`config.mk`:
```
export PLATFORM = sky130hd
export DESIGN_NAME = ccff_chain_loader
export DESIGN_NICKNAME = d
export VERILOG_FILES = /design/src/rtl/ccff_chain_loader.sv
export SDC_FILE = /design/constraint.sdc
export NUM_CORES = 1
export LEC_CHECK = 0
export BUFFER_PORTS_ARGS = -buffer_cell sky130_fd_sc_hd__buf_2
export CELL_PAD_IN_SITES_DETAIL_PLACEMENT = 0
export CELL_PAD_IN_SITES_GLOBAL_PLACEMENT = 2
export CORE_MARGIN = 3
export CORE_UTILIZATION = 25
export DETAILED_ROUTE_END_ITERATION = 7
export GPL_TIMING_DRIVEN = 0
export PLACE_DENSITY_LB_ADDON = 0.1
export SLEW_MARGIN = 20
export SYNTH_ARGS = -nofsm -noshare
export SYNTH_HDL_FRONTEND = slang
export SYNTH_SLANG_ARGS = --single-unit
```
`constraint.sdc`:
```
create_clock -name prog_clk -period 1.67 [get_ports prog_clk]
set_input_delay 0.0835 -clock prog_clk [delete_from_list [all_inputs] [get_ports prog_clk]]
set_output_delay 0.0835 -clock prog_clk [all_outputs]
set_load 0.02 [all_outputs]
```
`src/rtl/ccff_chain_loader.sv`:
```
// ccff_chain_loader: bit-serial loader for an eFPGA configuration flip-flop
// chain. Host words arrive on a valid/ready stream and are shifted LSB-first
// into ccff_head, one bit per prog_clk cycle while ccff_shift_en is high,
// for exactly CHAIN_LEN bits per load.
//
// Optional build macro CCFF_READBACK_EN: samples ccff_tail during every shift
// cycle and returns the bits that fall out of the chain as rb_data words
// (strobed by rb_valid). When the macro is undefined, rb_data/rb_valid are 0.
//
// Host handshake: a word transfers on a rising prog_clk edge where
// cfg_valid && cfg_ready. The host keeps cfg_valid and cfg_data stable until
// that edge. cfg_ready is high only in FETCH and never depends on cfg_valid.
module ccff_chain_loader #(
   parameter int WORD_W    = 32,
   parameter int CHAIN_LEN = 1024,
   parameter int CNT_W     = $clog2(CHAIN_LEN + 1)
) (
   input  logic              prog_clk,
   input  logic              pReset,
   input  logic              start,
   input  logic [WORD_W-1:0] cfg_data,
   input  logic              cfg_valid,
   output logic              cfg_ready,
   output logic              ccff_head,
   output logic              ccff_shift_en,
   input  logic              ccff_tail,
   output logic              busy,
   output logic              done,
   output logic [CNT_W-1:0]  bits_left,
   output logic [WORD_W-1:0] rb_data,
   output logic              rb_valid
);

   localparam int WC_W = $clog2(WORD_W + 1);

   typedef enum logic [1:0] {
      IDLE  = 2'd0,
      FETCH = 2'd1,
      SHIFT = 2'd2,
      DONE  = 2'd3
   } state_t;

   state_t            state;
   state_t            state_nxt;
   logic [WORD_W-1:0] shreg;
   logic [WC_W-1:0]   word_cnt;
   logic [CNT_W-1:0]  bits_left_q;
   logic              accept;
   logic              word_last;

   // State register
   always_ff @(posedge prog_clk) begin
      if (pReset) state <= IDLE;
      else        state <= state_nxt;
   end

   // Next state and state-decoded outputs
   always_comb begin
      state_nxt     = state;
      cfg_ready     = 1'b0;
      ccff_shift_en = 1'b0;
      busy          = 1'b0;
      done          = 1'b0;
      accept        = 1'b0;
      word_last     = 1'b0;
      case (state)
         IDLE: begin
            if (start) state_nxt = FETCH;
         end
         FETCH: begin
            cfg_ready = 1'b1;
            busy      = 1'b1;
            if (cfg_valid) begin
               accept    = 1'b1;
               state_nxt = SHIFT;
            end
         end
         SHIFT: begin
            ccff_shift_en = 1'b1;
            busy          = 1'b1;
            if (word_cnt == WC_W'(1)) begin
               word_last = 1'b1;
               // bits_left is still pre-decrement here, so 1 means this is the final bit
               state_nxt = (bits_left_q == CNT_W'(1)) ? DONE : FETCH;
            end
         end
         DONE: begin
            done      = 1'b1;
            state_nxt = IDLE;
         end
         default: state_nxt = IDLE;
      endcase
   end

   // Shift register, per-word bit counter and per-load bit counter
   always_ff @(posedge prog_clk) begin
      if (pReset) begin
         shreg       <= '0;
         word_cnt    <= '0;
         bits_left_q <= '0;
      end else begin
         if (state == IDLE && start) bits_left_q <= CNT_W'(CHAIN_LEN);
         if (accept) begin
            shreg <= cfg_data;
            // A short final word only shifts the bits the chain still needs
            word_cnt <= (int'(bits_left_q) < WORD_W) ? WC_W'(bits_left_q) : WC_W'(WORD_W);
         end
         if (ccff_shift_en) begin
            shreg       <= shreg >> 1;
            word_cnt    <= word_cnt - WC_W'(1);
            bits_left_q <= bits_left_q - CNT_W'(1);
         end
      end
   end

   assign ccff_head = ccff_shift_en & shreg[0];
   assign bits_left = bits_left_q;

`ifdef CCFF_READBACK_EN
   logic [WORD_W-1:0] rb_acc;
   logic [WORD_W-1:0] rb_word;
   logic [WC_W-1:0]   rb_idx;

   // Current readback word including this cycle's tail sample
   always_comb begin
      rb_word = rb_acc | (WORD_W'(ccff_tail) << rb_idx);
   end

   // Readback accumulator; words align with the outgoing word boundaries
   always_ff @(posedge prog_clk) begin
      if (pReset) begin
         rb_acc   <= '0;
         rb_idx   <= '0;
         rb_data  <= '0;
         rb_valid <= 1'b0;
      end else begin
         rb_valid <= 1'b0;
         if (ccff_shift_en) begin
            if (word_last) begin
               rb_data  <= rb_word;
               rb_valid <= 1'b1;
               rb_acc   <= '0;
               rb_idx   <= '0;
            end else begin
               rb_acc <= rb_word;
               rb_idx <= rb_idx + WC_W'(1);
            end
         end
      end
   end
`else
   logic unused_tail;

   assign rb_data     = '0;
   assign rb_valid    = 1'b0;
   assign unused_tail = ccff_tail;
`endif

endmodule

```
# After elaboration in Yosys (flattened, before gate mapping)
# Index checks and enable logic that the tools add are counted.
[word_totals] regBits=51 in_bits=37 elab_cells=42
[op_classes] add_sub_neg=2 magnitude_cmp=1 eq_ne=8 mux=18 bitwise=1 n_reduce_logical=7
[ops] cell="$mux W31" n=2
[ops] cell="$mux W11" n=2
[ops] cell="$mux W6" n=3
[ops] cell="$eq A11 B1 Y1 const B" n=1
[ops] cell="$lt A11 B6 Y1 const B" n=1
[ops] cell="$sub A11 B1 Y11 const B" n=1
[ops] cell="$mux W2" n=4
[ops] cell="$pmux W2 S4" n=1
[ops] cell="$eq A6 B1 Y1 const B" n=1
[ops] cell="$mux W1" n=6
[ops] cell="$ne A2 B2 Y1 const B" n=3
[ops] cell="$sub A6 B1 Y6 const B" n=1
[ops] cell="$eq A2 B2 Y1 const B" n=2
[ops] cell="$reduce_bool A2 Y1" n=2
[ops] cell="$reduce_or A2 Y1" n=2
[ops] cell="$reduce_and A3 Y1" n=1
[ops] cell="$eq A2 B1 Y1 const B" n=1
[ops] cell="$logic_not A2 Y1" n=1
[ops] cell="$and A1 B1 Y1" n=1
[ops] cell="$logic_and A1 B1 Y1" n=1

# Depth between registers and ports, before layout
# Gate-level depths: netlist of run 1.
[logic_depth] ltp_word=4 mapped_depth=9 mapped_depth_nobuf=7

# Worst setup path after synthesis of run 1
# No wires, ideal clock.
[synth_timing] kind="flip-flop to output port" start="register state[0]" end="output port ccff_head" t_arrival_ns=1.766 required_ns=1.586 path_slack_ns=-0.180 path_stages_with_launch=7 n_path_buf=3 cell_sequence="dfxtp_1 -> inv_1 -> ha_1 -> buf_2 -> buf_1 -> buf_1 -> and2_1"
[synth_between] elab_chain_cells=3
[synth_lines] element="start: declaration" line_no="43" rtl="state_t state;"
[synth_lines] element="start signal: assignment" line_no="54" rtl="else state <= state_nxt;"
[synth_lines] element="$eq A2 B2 Y1" line_no="66" rtl="case (state)"
[synth_lines] element="$mux W1" line_no="66"
[synth_lines] element="net ccff_shift_en" line_no="25" rtl="output logic ccff_shift_en,"
[synth_lines] element="$and A1 B1 Y1" line_no="116" rtl="assign ccff_head = ccff_shift_en & shreg[0];"
[synth_lines] element="end: declaration" line_no="24" rtl="output logic ccff_head,"
# The timed path passes the listed nets, and every way through them passes these cells.

# Final worst setup path of run 1
[layout_timing] start="register state[0]" end="register state[1]"
[layout_between] elab_chain_cells=3
[layout_lines] element="$eq A2 B2 Y1 (tied with other cells)" line_no="66"
[layout_lines] element="$ne A2 B2 Y1 (no line)"
[layout_lines] element="$reduce_and A3 Y1 (no line)"
# Parallel ways exist; a longest one is shown, timed or not.
# A chain may end at the register's enable or synchronous reset.

==> reports/results.tsv, run 1 <==
stage	metric	value	unit
grt	antenna_found_initial	0	
grt	grt_pass1_wl	13480	um
logic_synthesis	synth_top_area_frac	0.3672	
clock_tree	cts_buffers	5	
grt	grt_usage	0.1314	
grt	grt_pass1_vias	2644	
final_layout	area_growth	33.17	%
die	rows	37	
sta	rsz0062_at_grt	true	
pwr	ir_drop	0.4283	mV
clock_tree	path_clk_slew	0.09	ns
clock_tree	clock_sinks	51	
worst_setup_path	worstPathRequired	1.91	ns
sta	fin_tns_setup	0	ns
pwr	p_total	4.803	mW
drt	routedWlPerCell	13.26	um
final_layout	layout-drive-gt1-share	0.2994	
grt	grtUsageMet1	0.1817	
final_layout	final_nets	525	
sta	slew_violations	0	
logic_synthesis	synthArstFlopShare	0	
worst_hold_path	min_to	bits_left[3]$_SDFFE_PP0P_	
logic_synthesis	postSynthCellCount	374	
logic_synthesis	synthTopCellsByArea	dfxtp_1, a21oi_1, buf_4, nor2_1, nand3_1	
die	core	10560	um^2
sta	hold_viol_final	0	
drt	vias	2749	
logic_synthesis	yosysTopAreaCell	dfxtp_1	
drt	via_per_inst	4.455	
place	portBuffers	49	
worst_setup_path	rrSetupSlack	0.005	ns
flow_run	drv_cap	0	
place	dp_hpwl	5980	um
drt	drt-total-wl	8179	um
logic_synthesis	synth_most_common_cell	a21oi_1	
logic_synthesis	ys_warn_count	0	
place	dp_slack	-0.3046	ns
sta	hold_slack	0.05150	ns
logic_synthesis	syn_avg_cell_area	7.434	um^2
worst_hold_path	whs_path_depth	2	
pwr	leakage	1.591	nW
final_layout	multiInputGateArea	1560	um^2
die	die_x	111.5	um
worst_hold_path	holdCritStartpoint	pReset	
worst_setup_path	start_kind	register	
logic_synthesis	ys_seq_area_frac	0.3672	
place	placedCellCount	591	
clock_tree	cts-root-buf	clkbuf_8	
clock_tree	clockBufferDepth	2	
sta	max_freq	600.7	MHz
die	ios	86	
worst_setup_path	rr_endpoint	state[1]$_SDFFE_PP0P_	
worst_setup_path	worstPathArrival	1.90	ns
logic_synthesis	syn_area	2780	um^2
logic_synthesis	synth_edf_count	0	
logic_synthesis	synth_seq_cells	51	
worst_setup_path	regToRegStartpoint	state[0]$_SDFFE_PP0P_	
sta	skew	0.002758	ns
final_layout	seq_area	1032	um^2
final_layout	nFillCells	1164	
sta	tightest_slew	0.5506	ns
sta	setup_viol	0	
place	gp_routability_congestion	0.7460	
place	place_area	3327	um^2
die	die-area	12420	um^2
final_layout	final_cells	617	
final_layout	final_util	0.3508	
grt	grt_max_degree	15	
drt	drcViolationCount	0	
drt	first_pass_iters	5	
clock_tree	cts_htree_levels	2	
worst_setup_path	cp-end-kind	register	
clock_tree	insertion_delay	0.31	ns
logic_synthesis	ys.flop_type	dfxtp_1	
worst_hold_path	hold_path.class	in2reg	
die	die_y	111.5	um
grt	grt_overflow_total	0	
worst_setup_path	path_class	reg2reg	
drt	route.antenna.remaining_nets	0	
grt	grt-busiest-layer	met2	
run_status	status	finished clean	
grt	met2_usage	0.2135	
sta	slew_headroom	0.6330	
grt	met3_usage	0.02446	
pwr	p_per_area	1297	nW/um^2
logic_synthesis	yosys-top-cells-count	a21oi_1, dfxtp_1, nor2_1	
worst_setup_path	cp_max_fo	7	
final_layout	fin_area	3702	um^2
sta	period_minus_slack	1.665	ns
sta	worst_slack	0.005387	ns
sta	fin_crit_sh	0.9968	
clock_tree	cts_tree	done	
final_layout	n_antenna_cell	0	
die	start_util	0.2634	
drt	drt_iter0_drc	107	
clock_tree	ctsHoldBuffers	0	
worst_setup_path	r2r_cells	6	
logic_synthesis	synthDistinctLibCells	40	
[repair_timing]
| action | 4_1_cts | 5_1_grt |
|---|---|---|
| setup endpoints to repair | 46 | 44 |
| pin swaps | 1 | 8 |
| gates resized for setup | 28 | 24 |
| buffers inserted | 6 | 12 |
| gates cloned | 0 | 1 |
[cell usage in the layout (no fill, tap or decap), drive strengths merged, types with 2 or more instances in the layout]
master,netlist,final
nand2,41,41
buf,42,110
a31oi,4,4
nor4,2,2
or3,2,2
nor2,51,51
mux2i,3,3
and4,2,2
mux2,2,2
dfxtp,51,51
nand3,38,38
nor3,7,7
clkbuf,17,23
ha,8,8
a21oi,71,71
nand4,2,2
a211oi,5,5
o211ai,2,2
inv,8,8
conb,1,33
o21ai,2,2
[cells by family after synthesis]
family | after synthesis | synth area share
AO/OA/AOI/OAI | 90 | 0.1787
XOR/XNOR | 1 | 0.003151
adder cells (fa/ha/maj) | 8 | 0.03601
buffers and inverters | 67 | 0.1413
flip-flops | 51 | 0.3672
multiplexers | 5 | 0.01890
other | 1 | 0.001349
AND/OR/NAND/NOR | 151 | 0.2534
[worst max-delay path by stage]
stage                                endpoint  slack, ns  depth (start not counted)                   from
global placement       shreg[30]$_SDFFE_PP0P_      -0.30                          9  state[1]$_SDFFE_PP0P_
CTS                                 ccff_head      -0.04                          7  state[0]$_SDFFE_PP0P_
finish                  state[1]$_SDFFE_PP0P_      0.005                          6  state[0]$_SDFFE_PP0P_
global route        bits_left[9]$_SDFFE_PP0P_       -0.1                          7  state[0]$_SDFFE_PP0P_
detailed placement     shreg[26]$_SDFFE_PP0P_      -0.30                          9  state[1]$_SDFFE_PP0P_
floorplan           bits_left[9]$_SDFFE_PP0P_      -0.02                          7  state[0]$_SDFFE_PP0P_
[report_power, final]
part | switching, mW | total [mW] | internal, mW
Sequential | 0.246 | 1.72 | 1.47
Clock | 0.411 | 0.707 | 0.295
Combinational | 1.32 | 2.38 | 1.06
[registers in the layout, indices dropped and copies added (netlist names)]
signal,cells
bits_left,11
state,2
shreg,32
word_cnt,6
[area by class of cell]
class,count,share of cell area
clock buffer,7,0.02062
sequential,51,0.2788
tap,136,0.04596
clock inverter,1,0.001352
multi-input combinational,288,0.4214
timing repair buffer,68,0.1112
inverter,8,0.008787
buffer,58,0.1119
[worst max-delay path, stage by stage, from the launching register on]
cell,delay (ns)
dfxtp_4,0.37
buf_4,0.14
ha_4,0.19
nor2b_4,0.13
a221o_1,0.28
or3_1,0.35
a21oi_1,0.14
[layer usage]
layer  part of all wire  up-vias
li1                   -     1426
met2               0.46       62
met4              0.010        0
met1               0.48     1255
met3              0.043        6
met5                  0        -
Power figures use the tool's default switching activity.
==> inputs of run 2 (changes only) <==
--- a/config.mk
+++ b/config.mk
@@ -5,12 +5,12 @@
 export SDC_FILE = /design/constraint.sdc
 export NUM_CORES = 1
 export LEC_CHECK = 0
-export BUFFER_PORTS_ARGS = -buffer_cell sky130_fd_sc_hd__buf_2
 export CELL_PAD_IN_SITES_DETAIL_PLACEMENT = 0
 export CELL_PAD_IN_SITES_GLOBAL_PLACEMENT = 2
 export CORE_MARGIN = 3
-export CORE_UTILIZATION = 25
+export CORE_UTILIZATION = 31
 export DETAILED_ROUTE_END_ITERATION = 7
+export DONT_BUFFER_PORTS = 1
 export GPL_TIMING_DRIVEN = 0
 export PLACE_DENSITY_LB_ADDON = 0.1
 export SLEW_MARGIN = 20
==> constraint.sdc (replaced) <==
create_clock -name prog_clk -period 1.67 [get_ports prog_clk]
set_input_delay 0.167 -clock prog_clk [delete_from_list [all_inputs] [get_ports prog_clk]]
set_output_delay 0.167 -clock prog_clk [all_outputs]
set_load 0.02 [all_outputs]
==> run 2 against run 1 <==
The run now ends with negative setup slack left; fmax decreased by 3.5%; sequential power increased by 6%; die area decreased by 18%; setup slack got worse by 0.061 ns; clock power increased by 30%; non-clock buffer count decreased by 46; power increased by 4.8%; utilization increased by 6.8 points; via count decreased by 6.1%; wire length decreased by 2.2%; critical endpoint is now ccff_head; largest power group unchanged.
==> reports/results.tsv, run 2 (synthesis gave the netlist of run 1 again) <==
stage	metric	value	unit
run_status	status	finished, violations left	
run_status	violations	negative setup slack	
place	portBuffers	0	
worst_setup_path	cp-end-kind	primary output	
drt	drcViolationCount	0	
final_layout	mostFrequentLayoutCell	a21oi_1	
die	die-area	10140	um^2
final_layout	final_nets	479	
grt	grt_pass1_vias	2446	
sta	fin_crit_sh	1.033	
worst_setup_path	path_buf_inv	4	
worst_setup_path	start_kind	register	
place	dp_hpwl	5521	um
final_layout	largest-register	shreg	
sta	skew	0.01521	ns
die	die_x	100.7	um
pwr	leakage	1.424	nW
sta	rsz0062_at_grt	true	
worst_setup_path	path_delay_family	buffers and inverters	
sta	setup_viol	4	
grt	grt_max_degree	16	
pwr	p_switching	2.039	mW
clock_tree	insertion_delay	0.31	ns
drt	vias	2582	
clock_tree	cts-root-buf	clkbuf_8	
drt	via_per_inst	4.781	
die	ios	86	
sta	hold_slack	0.06884	ns
pwr	pwr-share-comb	0.455	
flow_run	drv_cap	0	
worst_setup_path	worstPathRequired	1.50	ns
drt	drt_iter0_drc	97	
clock_tree	ctsHoldBuffers	0	
clock_tree	clockBufferDepth	2	
sta	slew_violations	0	
pwr	ir_drop	0.5202	mV
pwr	switching_share	0.4051	
die	die_y	100.7	um
final_layout	largest_reg_flops	32	
worst_setup_path	path_class	reg2out	
sta	period_minus_slack	1.726	ns
die	start_util	0.3285	
worst_setup_path	crit_path_frequent_cell	buf_8	
clock_tree	clock_sinks	51	
pwr	p_per_area	1422	nW/um^2
pwr	p_int	2.995	mW
clock_tree	path_clk_slew	0.10	ns
clock_tree	cts_tree	done	
grt	grt_pass1_wl	12520	um
sta	tightest_slew	0.5690	ns
die	rows	33	
worst_setup_path	slowest_delay	0.37	ns
final_layout	area_growth	27.36	%
sta	max_freq	579.5	MHz
drt	first_pass_iters	4	
sta	hold_viol_final	0	
die	core	8464	um^2
worst_setup_path	cp_max_fo	7	
worst_hold_path	hold_path.class	in2reg	
sta	slew_headroom	0.6207	
final_layout	n_antenna_cell	0	
clock_tree	cts_buffers	5	
sta	worst_slack	-0.05573	ns
pwr	p_total	5.035	mW
worst_setup_path	crit_path_cell_trace	buf_4 -> ha_4 -> buf_8 -> buf_8 -> buf_8 -> and2_4	
final_layout	final_cell_mix	a21oi_1, buf_4, nor2_1, dfxtp_1, nand2_1	
drt	drt-total-wl	7999	um
pwr	pwr-share-clk	0.183	
place	gp_routability_congestion	0.7958	
drt	routedWlPerCell	14.81	um
pwr	seq_power_share	0.361	
drt	route.antenna.remaining_nets	0	
worst_setup_path	worstPathArrival	1.56	ns
grt	grt_overflow_total	0	
clock_tree	cts_htree_levels	2	
worst_setup_path	cp_slowest_cell	dfxtp_4	
final_layout	nFillCells	868	
grt	antenna_found_initial	0	
final_layout	layout-drive-gt1-share	0.2782	
grt	grt_usage	0.1529	
-- run 2: cell count changes in the layout (fill, tap and decap cells not counted), moves of 3 or more --
cell      previous run  this run
a21oi_1             71        66
a21oi_2              0         5
buf_2               50         2
clkbuf_1            11         8
clkbuf_2             3         7
dfxtp_1             46        41
dfxtp_2              3         6
-- run 2: final timing paths --
check	from	end	slack [ns]	depth (start not counted)
setup / recovery	state[1]$_SDFFE_PP0P_	ccff_head	-0.06	6
hold reg to reg	shreg[23]$_SDFFE_PP0P_	shreg[22]$_SDFFE_PP0P_	0.49	2
setup reg to reg	state[1]$_SDFFE_PP0P_	state[1]$_SDFFE_PP0P_	-0.04	7
hold / removal	cfg_data[31]	shreg[31]$_SDFFE_PP0P_	0.07	2
-- run 2: power groups by stage --
stage               clock network [mW]  registers [mW]  logic [mW]
finish                           0.922            1.82        2.29
global route                     0.985            1.86        2.55
floorplan                            0            1.73        1.41
global placement                     0            1.80        1.76
CTS                              0.946            1.80        2.02
detailed placement                   0            1.80        1.75
-- run 2: what timing repair did --
item,in CTS,in global routing
endpoints found under the setup margin,48,40
endpoints found under the hold margin,0,0
gates resized for setup,37,44
pin swaps,4,10
buffers inserted,10,11
-- run 2: stage by stage --
stage	instances	setup slack [ns]	area, um^2	TNS [ns]	util
3_5_place_dp	511	-0.4230	3040	-14.86	0.3592
4_1_cts	529	-0.03554	3338	-0.05217	0.3944
2_1_floorplan	406	-0.01599	2909	-0.01599	-
5_1_grt	540	-0.1318	3541	-0.7358	0.4183
3_3_place_gp	511	-0.4341	3040	-15.02	0.3592
6_report	540	-0.05573	3541	-0.1112	0.4183
-- run 2: area by class of cell --
type / instances / area (um^2) / share of cell area
Clock buffer: 6 / 82.58 / 0.02332
Multi-Input combinational cell: 288 / 1619 / 0.4572
Buffer: 59 / 434.2 / 0.1226
Inverter: 8 / 33.78 / 0.009541
Tap cell: 105 / 131.4 / 0.03710
Sequential cell: 51 / 1044 / 0.2947
Timing Repair Buffer: 21 / 161.4 / 0.04558
Clock inverter: 2 / 35.03 / 0.009894
-- run 2: metal layers --
layer	global-route usage	vias to the layer above	wire length, um
li1	-	1338	-
met1	0.2185	1164	3942
met2	0.2314	70	3571
met3	0.03045	10	374
met4	0.04560	0	110
met5	0	-	0
==> inputs of run 3 (changes only) <==
--- a/config.mk
+++ b/config.mk
@@ -7,11 +7,10 @@
 export LEC_CHECK = 0
 export CELL_PAD_IN_SITES_DETAIL_PLACEMENT = 0
 export CELL_PAD_IN_SITES_GLOBAL_PLACEMENT = 2
-export CORE_MARGIN = 3
+export CORE_MARGIN = 2
 export CORE_UTILIZATION = 31
 export DETAILED_ROUTE_END_ITERATION = 7
 export DONT_BUFFER_PORTS = 1
-export GPL_TIMING_DRIVEN = 0
 export PLACE_DENSITY_LB_ADDON = 0.1
 export SLEW_MARGIN = 20
 export SYNTH_ARGS = -nofsm -noshare
==> constraint.sdc (replaced) <==
create_clock -name prog_clk -period 1.45 [get_ports prog_clk]
set_input_delay 0.145 -clock prog_clk [delete_from_list [all_inputs] [get_ports prog_clk]]
set_output_delay 0.145 -clock prog_clk [all_outputs]
set_load 0.02 [all_outputs]
==> run 3 against run 2 <==
The flow finishes with violations (negative hold slack, negative setup slack); flip-flop and latch count is the same; clock power is 17% higher; worst hold slack worse by 0.18 ns; via count shrank 4.3%.
==> reports/results.tsv, run 3 (synthesis gave the netlist of run 1 again) <==
stage	metric	value	unit
flow_run	drv_cap	0	
sta	hold_viol_final	51	
die	die_y	98.70	um
grt	grt_overflow_total	0	
die	rows	34	
sta	skew	0.006600	ns
grt	grt_usage	0.1503	
pwr	ir_drop	0.5524	mV
drt	route.antenna.remaining_nets	0	
grt	grt_pass1_wl	11970	um
clock_tree	insertion_delay	0.31	ns
pwr	p_total	5.911	mW
final_layout	final_cell_mix	a21oi_1, nor2_1, dfxtp_1, nand2_1, nand3_1	
sta	max_freq	657.5	MHz
die	die-area	9742	um^2
final_layout	final_nets	444	
die	core	8721	um^2
drt	drcViolationCount	0	
clock_tree	clockBufferDepth	2	
sta	setup_viol	10	
die	ios	86	
clock_tree	cts_buffers	5	
pwr	leakage	1.284	nW
grt	antenna_found_initial	0	
final_layout	largest_reg_flops	32	
worst_setup_path	worstPathArrival	1.76	ns
worst_setup_path	cp-end-kind	register	
place	dp_hpwl	4765	um
worst_setup_path	path_class	reg2reg	
final_layout	area_growth	21.69	%
clock_tree	cts_tree	done	
final_layout	largest-register	shreg	
drt	first_pass_iters	4	
worst_hold_path	hold_path.class	in2reg	
run_status	violations	negative hold slack, negative setup slack	
sta	slew_violations	0	
pwr	p_per_area	1747	nW/um^2
clock_tree	cts-root-buf	clkbuf_8	
grt	grt_pass1_vias	2283	
die	die_x	98.70	um
drt	drt_iter0_drc	88	
place	portBuffers	0	
place	gp_routability_congestion	0.7380	
final_layout	n_antenna_cell	0	
sta	worst_slack	-0.07098	ns
sta	period_minus_slack	1.521	ns
clock_tree	clock_sinks	51	
clock_tree	cts_htree_levels	2	
worst_setup_path	cp_max_fo	4	
final_layout	mostFrequentLayoutCell	a21oi_1	
drt	drt-total-wl	7267	um
drt	vias	2470	
die	start_util	0.3188	
drt	via_per_inst	4.862	
worst_setup_path	start_kind	register	
drt	routedWlPerCell	14.31	um
sta	rsz0062_at_grt	true	
clock_tree	path_clk_slew	0.10	ns
worst_setup_path	worstPathRequired	1.69	ns
run_status	status	finished, violations left	
sta	hold_slack	-0.1066	ns
final_layout	layout-drive-gt1-share	0.2175	
sta	fin_crit_sh	1.049	
grt	grt_max_degree	52	
## run 3: final timing paths
| kind | start | endpoint | slack (ns) | cells after the start |
|---|---|---|---|---|
| hold / removal | pReset | shreg[12]$_SDFFE_PP0P_ | -0.11 | 1 |
| hold reg to reg | shreg[19]$_SDFFE_PP0P_ | shreg[18]$_SDFFE_PP0P_ | 0.49 | 2 |
| setup reg to reg | state[0]$_SDFFE_PP0P_ | state[1]$_SDFFE_PP0P_ | -0.07 | 6 |
| setup / recovery | state[0]$_SDFFE_PP0P_ | state[1]$_SDFFE_PP0P_ | -0.07 | 6 |
## run 3: area by class of cell
| class | instances | area, um^2 |
|---|---|---|
| inverter | 8 | 30.03 |
| clock inverter | 2 | 38.79 |
| clock buffer | 6 | 82.58 |
| fill | 908 | 5338 |
| multi-input combinational | 288 | 1614 |
| tap | 108 | 135.1 |
| timing repair buffer | 45 | 452.9 |
| sequential | 51 | 1030 |
## run 3: power breakdown
part	switching, mW	leakage [nW]	internal [mW]
combinational	1.59	0.805	1.35
sequential	0.204	0.417	1.69
clock	0.508	0.0618	0.569
total	2.30	1.28	3.61
## run 3: what timing repair did
item                       CTS  global route
cloned                       1             0
pin swaps                    7             3
setup buffers                5             0
setup endpoints to repair   12            41
hold endpoints to repair    51            51
gates resized for setup     21            13
## run 3: metal layers
| metal | vias to the layer above | global-route usage | share of wire |
|---|---|---|---|
| met1 | 1140 | 0.2102 | 0.50 |
| met3 | 7 | 0.03404 | 0.035 |
| met2 | 56 | 0.2365 | 0.45 |
| li1 | 1267 | - | - |
| met5 | - | 0 | 0 |
| met4 | 0 | 0.03583 | 0.010 |
## run 3: per-stage QoR
step	instances	util	TNS [ns]	setup slack [ns]	area (um^2)
2_1_floorplan	406	-	-0.2881	-0.1302	2967
3_3_place_gp	494	0.3494	-0.1927	-0.06780	3047
3_5_place_dp	494	0.3494	-0.3134	-0.08657	3047
4_1_cts	508	0.3805	-0.2689	-0.07683	3318
5_1_grt	508	0.3879	-2.181	-0.1421	3383
6_report	508	0.3879	-0.3321	-0.07098	3383
## run 3: worst max-delay path: stages, from the launching register on
cell	delay (ns)
dfxtp_2	0.35
buf_6	0.11
ha_4	0.16
nor2b_4	0.12
a221o_1	0.28
or3_1	0.31
a21oi_1	0.11
